## src/rtl/systolic_writeback_pkg.sv

```systemverilog
// Shared types for the systolic result path: writeback FSM states and the
// signed saturation bounds for the default 16-bit memory word.
package SystolicTypes;

    typedef enum logic [1:0] {
        IDLE    = 2'd0,
        CAPTURE = 2'd1,
        DRAIN   = 2'd2,
        DONE    = 2'd3
    } wb_state_t;

    localparam int WB_ADDR_W  = 12;
    localparam int WB_N_W     = 4;
    localparam int SAT_MAX_16 = 32767;
    localparam int SAT_MIN_16 = -32768;

endpackage

```

## src/rtl/systolic_writeback_sat_clip.sv

```systemverilog
// Combinational signed clip from an ACC_WIDTH accumulator down to a WIDTH word,
// flagging whenever the value had to be clamped.
module sat_clip #(
    parameter int ACC_WIDTH = 32,
    parameter int WIDTH     = 16
) (
    input  logic signed [ACC_WIDTH-1:0] i_acc,
    output logic signed [WIDTH-1:0]     o_sat,
    output logic                        o_clip
);

    localparam logic signed [ACC_WIDTH-1:0] HI =
        {{(ACC_WIDTH-WIDTH+1){1'b0}}, {(WIDTH-1){1'b1}}};
    localparam logic signed [ACC_WIDTH-1:0] LO =
        {{(ACC_WIDTH-WIDTH+1){1'b1}}, {(WIDTH-1){1'b0}}};

    always_comb begin
        o_sat  = i_acc[WIDTH-1:0];
        o_clip = 1'b0;
        if (i_acc > HI) begin
            o_sat  = HI[WIDTH-1:0];
            o_clip = 1'b1;
        end else if (i_acc < LO) begin
            o_sat  = LO[WIDTH-1:0];
            o_clip = 1'b1;
        end
    end

endmodule

```

## src/rtl/systolic_writeback.sv

```systemverilog
// Captures n result columns from the systolic array into an NxN buffer, then
// drains them row-major to memory with a valid/ready write handshake.
module systolic_writeback
    import SystolicTypes::*;
#(
    parameter int N         = 4,
    parameter int WIDTH     = 16,
    parameter int ACC_WIDTH = 32
) (
    input  logic                            clk,
    input  logic                            rst,
    input  logic                            start,
    input  logic [WB_ADDR_W-1:0]            addr_C,
    input  logic [WB_N_W-1:0]               n,
    input  logic                            col_valid,
    input  logic [N-1:0][ACC_WIDTH-1:0]     col_data,
    input  logic                            mem_ready,
    output logic                            mem_write,
    output logic [WB_ADDR_W-1:0]            mem_addr,
    output logic [WIDTH-1:0]                mem_data,
    output logic                            busy,
    output logic                            done,
    output logic                            overflow
);

    localparam int IW = $clog2(N);

    wb_state_t              r_state;
    logic [IW-1:0]          r_row;
    logic [IW-1:0]          r_col;
    logic [IW-1:0]          r_last;
    logic [WB_ADDR_W-1:0]   r_base;
    logic [WB_ADDR_W-1:0]   r_mem_addr;
    logic [WIDTH-1:0]       r_mem_data;
    logic                   r_mem_write;
    logic                   r_busy;
    logic                   r_done;
    logic                   r_ovf;
    logic [WIDTH-1:0]       r_buf [N][N];

    logic [WIDTH-1:0]       w_sat [N];
    logic [N-1:0]           w_clip;
    logic [N-1:0]           w_row_en;
    logic [IW-1:0]          w_last_in;
    logic [IW-1:0]          w_next_row;
    logic [IW-1:0]          w_next_col;
    logic                   w_cap;
    logic                   w_ovf_hit;
    logic                   w_last_elem;

    genvar gi;
    generate
        for (gi = 0; gi < N; gi++) begin : g_row
            sat_clip #(
                .ACC_WIDTH (ACC_WIDTH),
                .WIDTH     (WIDTH)
            ) u_sat (
                .i_acc  (col_data[gi]),
                .o_sat  (w_sat[gi]),
                .o_clip (w_clip[gi])
            );
            assign w_row_en[gi] = (IW'(gi) <= r_last);
        end
    endgenerate

    // n of 0 or beyond the array size means a full N x N job.
    always_comb begin
        w_last_in = IW'(N - 1);
        if (n != '0 && n <= WB_N_W'(N)) begin
            w_last_in = IW'(n - 4'd1);
        end
    end

    assign w_cap       = (r_state == CAPTURE) && col_valid;
    assign w_ovf_hit   = |(w_clip & w_row_en);
    assign w_last_elem = (r_row == r_last) && (r_col == r_last);
    assign w_next_col  = (r_col == r_last) ? '0 : r_col + 1'b1;
    assign w_next_row  = (r_col == r_last) ? r_row + 1'b1 : r_row;

    always_ff @(posedge clk) begin
        if (w_cap) begin
            for (int r = 0; r < N; r++) begin
                if (w_row_en[r]) begin
                    r_buf[r][r_col] <= w_sat[r];
                end
            end
        end
    end

    // Row-major order over a contiguous block, so the address simply counts up
    // and wraps at the 12-bit boundary.
    always_ff @(posedge clk or negedge rst) begin
        if (!rst) begin
            r_state     <= IDLE;
            r_row       <= '0;
            r_col       <= '0;
            r_last      <= '0;
            r_base      <= '0;
            r_mem_addr  <= '0;
            r_mem_data  <= '0;
            r_mem_write <= 1'b0;
            r_busy      <= 1'b0;
            r_done      <= 1'b0;
            r_ovf       <= 1'b0;
        end else begin
            case (r_state)
                IDLE: begin
                    if (start) begin
                        r_base  <= addr_C;
                        r_last  <= w_last_in;
                        r_row   <= '0;
                        r_col   <= '0;
                        r_ovf   <= 1'b0;
                        r_busy  <= 1'b1;
                        r_state <= CAPTURE;
                    end
                end
                CAPTURE: begin
                    if (col_valid) begin
                        if (w_ovf_hit) begin
                            r_ovf <= 1'b1;
                        end
                        if (r_col == r_last) begin
                            r_state     <= DRAIN;
                            r_row       <= '0;
                            r_col       <= '0;
                            r_mem_write <= 1'b1;
                            r_mem_addr  <= r_base;
                            // A 1x1 job drains the word being captured on this edge.
                            r_mem_data  <= (r_last == '0) ? w_sat[0] : r_buf[0][0];
                        end else begin
                            r_col <= r_col + 1'b1;
                        end
                    end
                end
                DRAIN: begin
                    if (mem_ready) begin
                        if (w_last_elem) begin
                            r_state     <= DONE;
                            r_mem_write <= 1'b0;
                            r_busy      <= 1'b0;
                            r_done      <= 1'b1;
                        end else begin
                            r_row      <= w_next_row;
                            r_col      <= w_next_col;
                            r_mem_addr <= r_mem_addr + 12'd1;
                            r_mem_data <= r_buf[w_next_row][w_next_col];
                        end
                    end
                end
                DONE: begin
                    r_done  <= 1'b0;
                    r_state <= IDLE;
                end
                default: begin
                    r_state <= IDLE;
                end
            endcase
        end
    end

    assign mem_write = r_mem_write;
    assign mem_addr  = r_mem_addr;
    assign mem_data  = r_mem_data;
    assign busy      = r_busy;
    assign done      = r_done;
    assign overflow  = r_ovf;

endmodule

```

## config.mk

```make
export PLATFORM = sky130hd
export DESIGN_NAME = systolic_writeback
export DESIGN_NICKNAME = d
export VERILOG_FILES = /design/src/rtl/systolic_writeback_pkg.sv /design/src/rtl/systolic_writeback_sat_clip.sv /design/src/rtl/systolic_writeback.sv
export SDC_FILE = /design/constraint.sdc
export NUM_CORES = 1
export LEC_CHECK = 0
export BUFFER_PORTS_ARGS = -buffer_cell sky130_fd_sc_hd__buf_2
export CAP_MARGIN = 10
export CORE_ASPECT_RATIO = 1.25
export CORE_MARGIN = 2
export CORE_UTILIZATION = 59
export DETAILED_ROUTE_END_ITERATION = 8
export PLACE_DENSITY = 0.84
export SETUP_SLACK_MARGIN = 0.02
export SYNTH_ARGS = -nofsm -noshare
export SYNTH_HDL_FRONTEND = slang
export SYNTH_SLANG_ARGS = --single-unit
```

## constraint.sdc

```tcl
create_clock -name clk -period 3.5 [get_ports clk]
set_clock_uncertainty 0.2 [all_clocks]
set_input_delay 0.35 -clock clk [delete_from_list [all_inputs] [get_ports clk]]
set_output_delay 0.35 -clock clk [all_outputs]
set_load 0.03 [all_outputs]
```

==> run metrics <==
Clock Power Share=24.7%; Yosys reg bits=308; core area=0.0253 mm²; RSZ-0062 raised after global routing=no; largest net degree at the start of global routing=41; top-area cell type share of the netlist area=50.6%; Clock Path Buffers=3; Setup crit end=mem_data[1]; Hold Vio Cnt, Final=4; dpl hpwl=33,000 µm; critical path required time=3.75 ns; Post-DRT Antenna Nets=0; Initial DRC Count=2,040; Area Growth Syn to Fin=20.5%; final net count=1,626; Min-Delay Path Class=in -> reg; # Post-CTS Setup Buffers=0; fillers=1,601; Vias/cell=7.09; Reg2Reg Launch Point=r_col[1]; num ports=181; register share of total power=35.3%; Setup Crit Path Kind=reg -> reg; Hold WS=-0.00224 ns; global-route wire length before repair=76,400 µm; Initial Util=60.0%; aggregate global-route resource usage=37.8%; Logic pwr share=40.0%; Seq/Total Area, Yosys=59.2%; drt wl/cell=28.3 µm; r2r setup slk=0.36 ns; failing checks=negative hold slack; Avg Inst Size Synth=12.3 µm²; Final Slew Violations=0; Placer Congestion=0.972; crit path launch=r_col[1]; # diodes=0; Pint=8.48 mW; layout cells sized above 1=26.8%; Worst-Margin Slew=0.901 ns; Finish-stage setup viols=0; post-synth net total=1,396; via count=12,938; crit path max fanout=13; Distinct cells, synth=68; # rows=65; outcome=complete, but fails checks; final WL=51,600 µm; GRT overflow=0; slew margin rel.=39.7%; r2r endpoint=mem_data[1]; Post-Synthesis Cells=1,236; TritonCTS clock tree=done; DR pass1 iterations=7; Worst setup SP type=flop; Final WS setup=0.358 ns; CTS H-tree depth=1; cell taking the most area after synthesis=edfxtp_1; Num CTS Buffers=30; final worst path period need=3.14 ns; maximum clock rate=318 MHz; clk slew on worst S/H paths=0.07 ns; CTS Root Cell=clkbuf_16; DIE AREA=0.0271 mm²; Arrival @ worst endpoint=3.39 ns; sw frac=39.7%; Synth Warn #=0; asr flop ratio synth=16.9%; worst-case reg-to-reg path depth=8; initial antenna violation count=0; DRC=0; number of max-cap violations=0; CTS sink cnt=308; Cell Area, Synth=0.0152 mm²; Synth area leaders=edfxtp_1, dfrtp_1, mux2_2; setup TNS=0 ns; Die Span Y=183 µm; Power Dens Cells=769 mW/mm²; Leak=6.60 nW; number of global-route vias before repair=13,080; fin crit share=89.8%; worst ir drop on vdd=521 µV; worst slack, placed=0.479 ns; Setup crit end kind=flop; total net switching power=5.59 mW; Post-synth EDFFs=256; port bufs=180; Synth Flop Type=edfxtp_1; Skew-Pair Late Insertion Delay=0.57 ns; die width=148 µm
==> stage by stage <==
| stage | cell area [µm²] | std cells | hold slack (ns) | utilization [%] | power (mW) |
|---|---|---|---|---|---|
| 2_1_floorplan | 15200 | 1236 | -0.146 | - | 8.33 |
| 3_3_place_gp | 16800 | 1728 | 0.259 | 66.6 | 10.1 |
| 3_5_place_dp | 16800 | 1728 | 0.267 | 66.6 | 10.3 |
| 4_1_cts | 18300 | 1824 | 0.00258 | 72.3 | 13.8 |
| 5_1_grt | 18300 | 1824 | 0.00896 | 72.3 | 14.5 |
| 6_report | 18300 | 1824 | -0.00224 | 72.3 | 14.1 |
==> flip-flops by register name, summed over array words and instances (netlist names) <==
register and flops:
r_state 2, r_row 2, overflow 1, mem_addr 12, busy 1, done 1
mem_data 16, r_base 12, r_last 2, mem_write 1, r_buf 256, r_col 2
==> logic make-up (layout without fill, tap and decap cells) <==
logic type	count (synthesis)	in the layout	share of synthesized area (%)
flops	308	308	59.2
buf+inv	116	369	3.26
simple gates	366	366	11.4
xor+xnor	5	5	0.437
compound gates	318	318	16.1
fa+ha+maj	11	11	0.906
mux	112	112	8.69
==> power by group through the flow <==
stage,logic [mW],registers (mW),clock network [mW]
2_1_floorplan,3.15,5.18,0
3_3_place_gp,5.14,4.98,0
3_5_place_dp,5.31,5.00,0
4_1_cts,5.40,4.93,3.46
5_1_grt,5.87,5.00,3.60
6_report,5.63,4.96,3.48
==> cells in the final DEF (no fill, tap or decap), drive strengths merged, types with 6 or more instances in the layout <==
cell | synthesis | layout
a21oi | 38 | 38
clkinv | 0 | 13
bufinv | 0 | 6
nor4 | 17 | 17
mux2i | 34 | 34
clkbuf | 51 | 34
nor2 | 64 | 64
o2bb2ai | 16 | 16
nand2 | 146 | 146
and3 | 33 | 33
dfrtp | 52 | 52
a31oi | 7 | 7
edfxtp | 256 | 256
o211ai | 6 | 6
o22ai | 20 | 20
mux2 | 69 | 69
ha | 11 | 11
dlygate4sd3 | 0 | 41
mux4 | 9 | 9
a221o | 39 | 39
inv | 19 | 20
nand4 | 36 | 36
o21ai | 39 | 39
buf | 46 | 254
a211oi | 32 | 32
nor3 | 16 | 16
o21a | 47 | 47
o221a | 18 | 18
nand3 | 43 | 43
o221ai | 26 | 26
==> cell usage after synthesis, drive strengths merged, types with 3 or more instances <==
| library cell | number |
|---|---|
| edfxtp | 256 |
| nand2 | 146 |
| mux2 | 69 |
| nor2 | 64 |
| dfrtp | 52 |
| clkbuf | 51 |
| o21a | 47 |
| buf | 46 |
| nand3 | 43 |
| a221o | 39 |
| o21ai | 39 |
| a21oi | 38 |
| nand4 | 36 |
| mux2i | 34 |
| and3 | 33 |
| a211oi | 32 |
| o221ai | 26 |
| o22ai | 20 |
| inv | 19 |
| o221a | 18 |
| nor4 | 17 |
| nor3 | 16 |
| o2bb2ai | 16 |
| ha | 11 |
| mux4 | 9 |
| a31oi | 7 |
| o211ai | 6 |
| a41oi | 4 |
| a31o | 3 |
| o31ai | 3 |
| o41ai | 3 |
| xor2 | 3 |
==> critical path: stages (launching register included) <==
cell,delay (ns)
dfrtp_1,0.55
xor2_2,0.68
nor2_4,0.25
buf_4,0.27
buf_4,0.18
mux2_1,0.33
o221ai_1,0.22
o221a_1,0.25
a21oi_1,0.08
==> per-layer routing <==
metal	up-vias	part of all wire [%]	global-route usage (%)
li1	5341	-	-
met1	6101	33	45.2
met2	1201	47	60.9
met3	293	13	9.10
met4	2	7.3	25.3
met5	-	0.11	1.67
==> final cells by class <==
cell class                      count  area (µm²)  share of cell area (%)
Clock buffer                       34         787                    4.30
Tap cell                          335         419                    2.29
Timing Repair Buffer              295        1970                    10.8
Clock inverter                     21         265                    1.45
Sequential cell                   308        8990                    49.2
Multi-Input combinational cell    812        5790                    31.7
Inverter                           19        71.3                   0.390
==> timing repair <==
action | in CTS | in global routing
hold buffers | 41 | 0
hold endpoints to repair | 137 | 0
gates resized for setup | 0 | 0
==> how the worst min path moves through the flow <==
stage,from,slack (ns),endpoint,cells past startpoint
after floorplan,rst,-0.15,busy,0
after global placement,r_base[7],0.26,r_base[7],2
after detailed placement,r_base[0],0.27,r_base[0],2
after CTS,col_data[103],0.003,r_buf[3][23],3
after global routing,col_data[40],0.009,r_buf[1][24],2
final,col_data[40],-0.002,r_buf[1][24],2
Power figures use the tool's default switching activity.
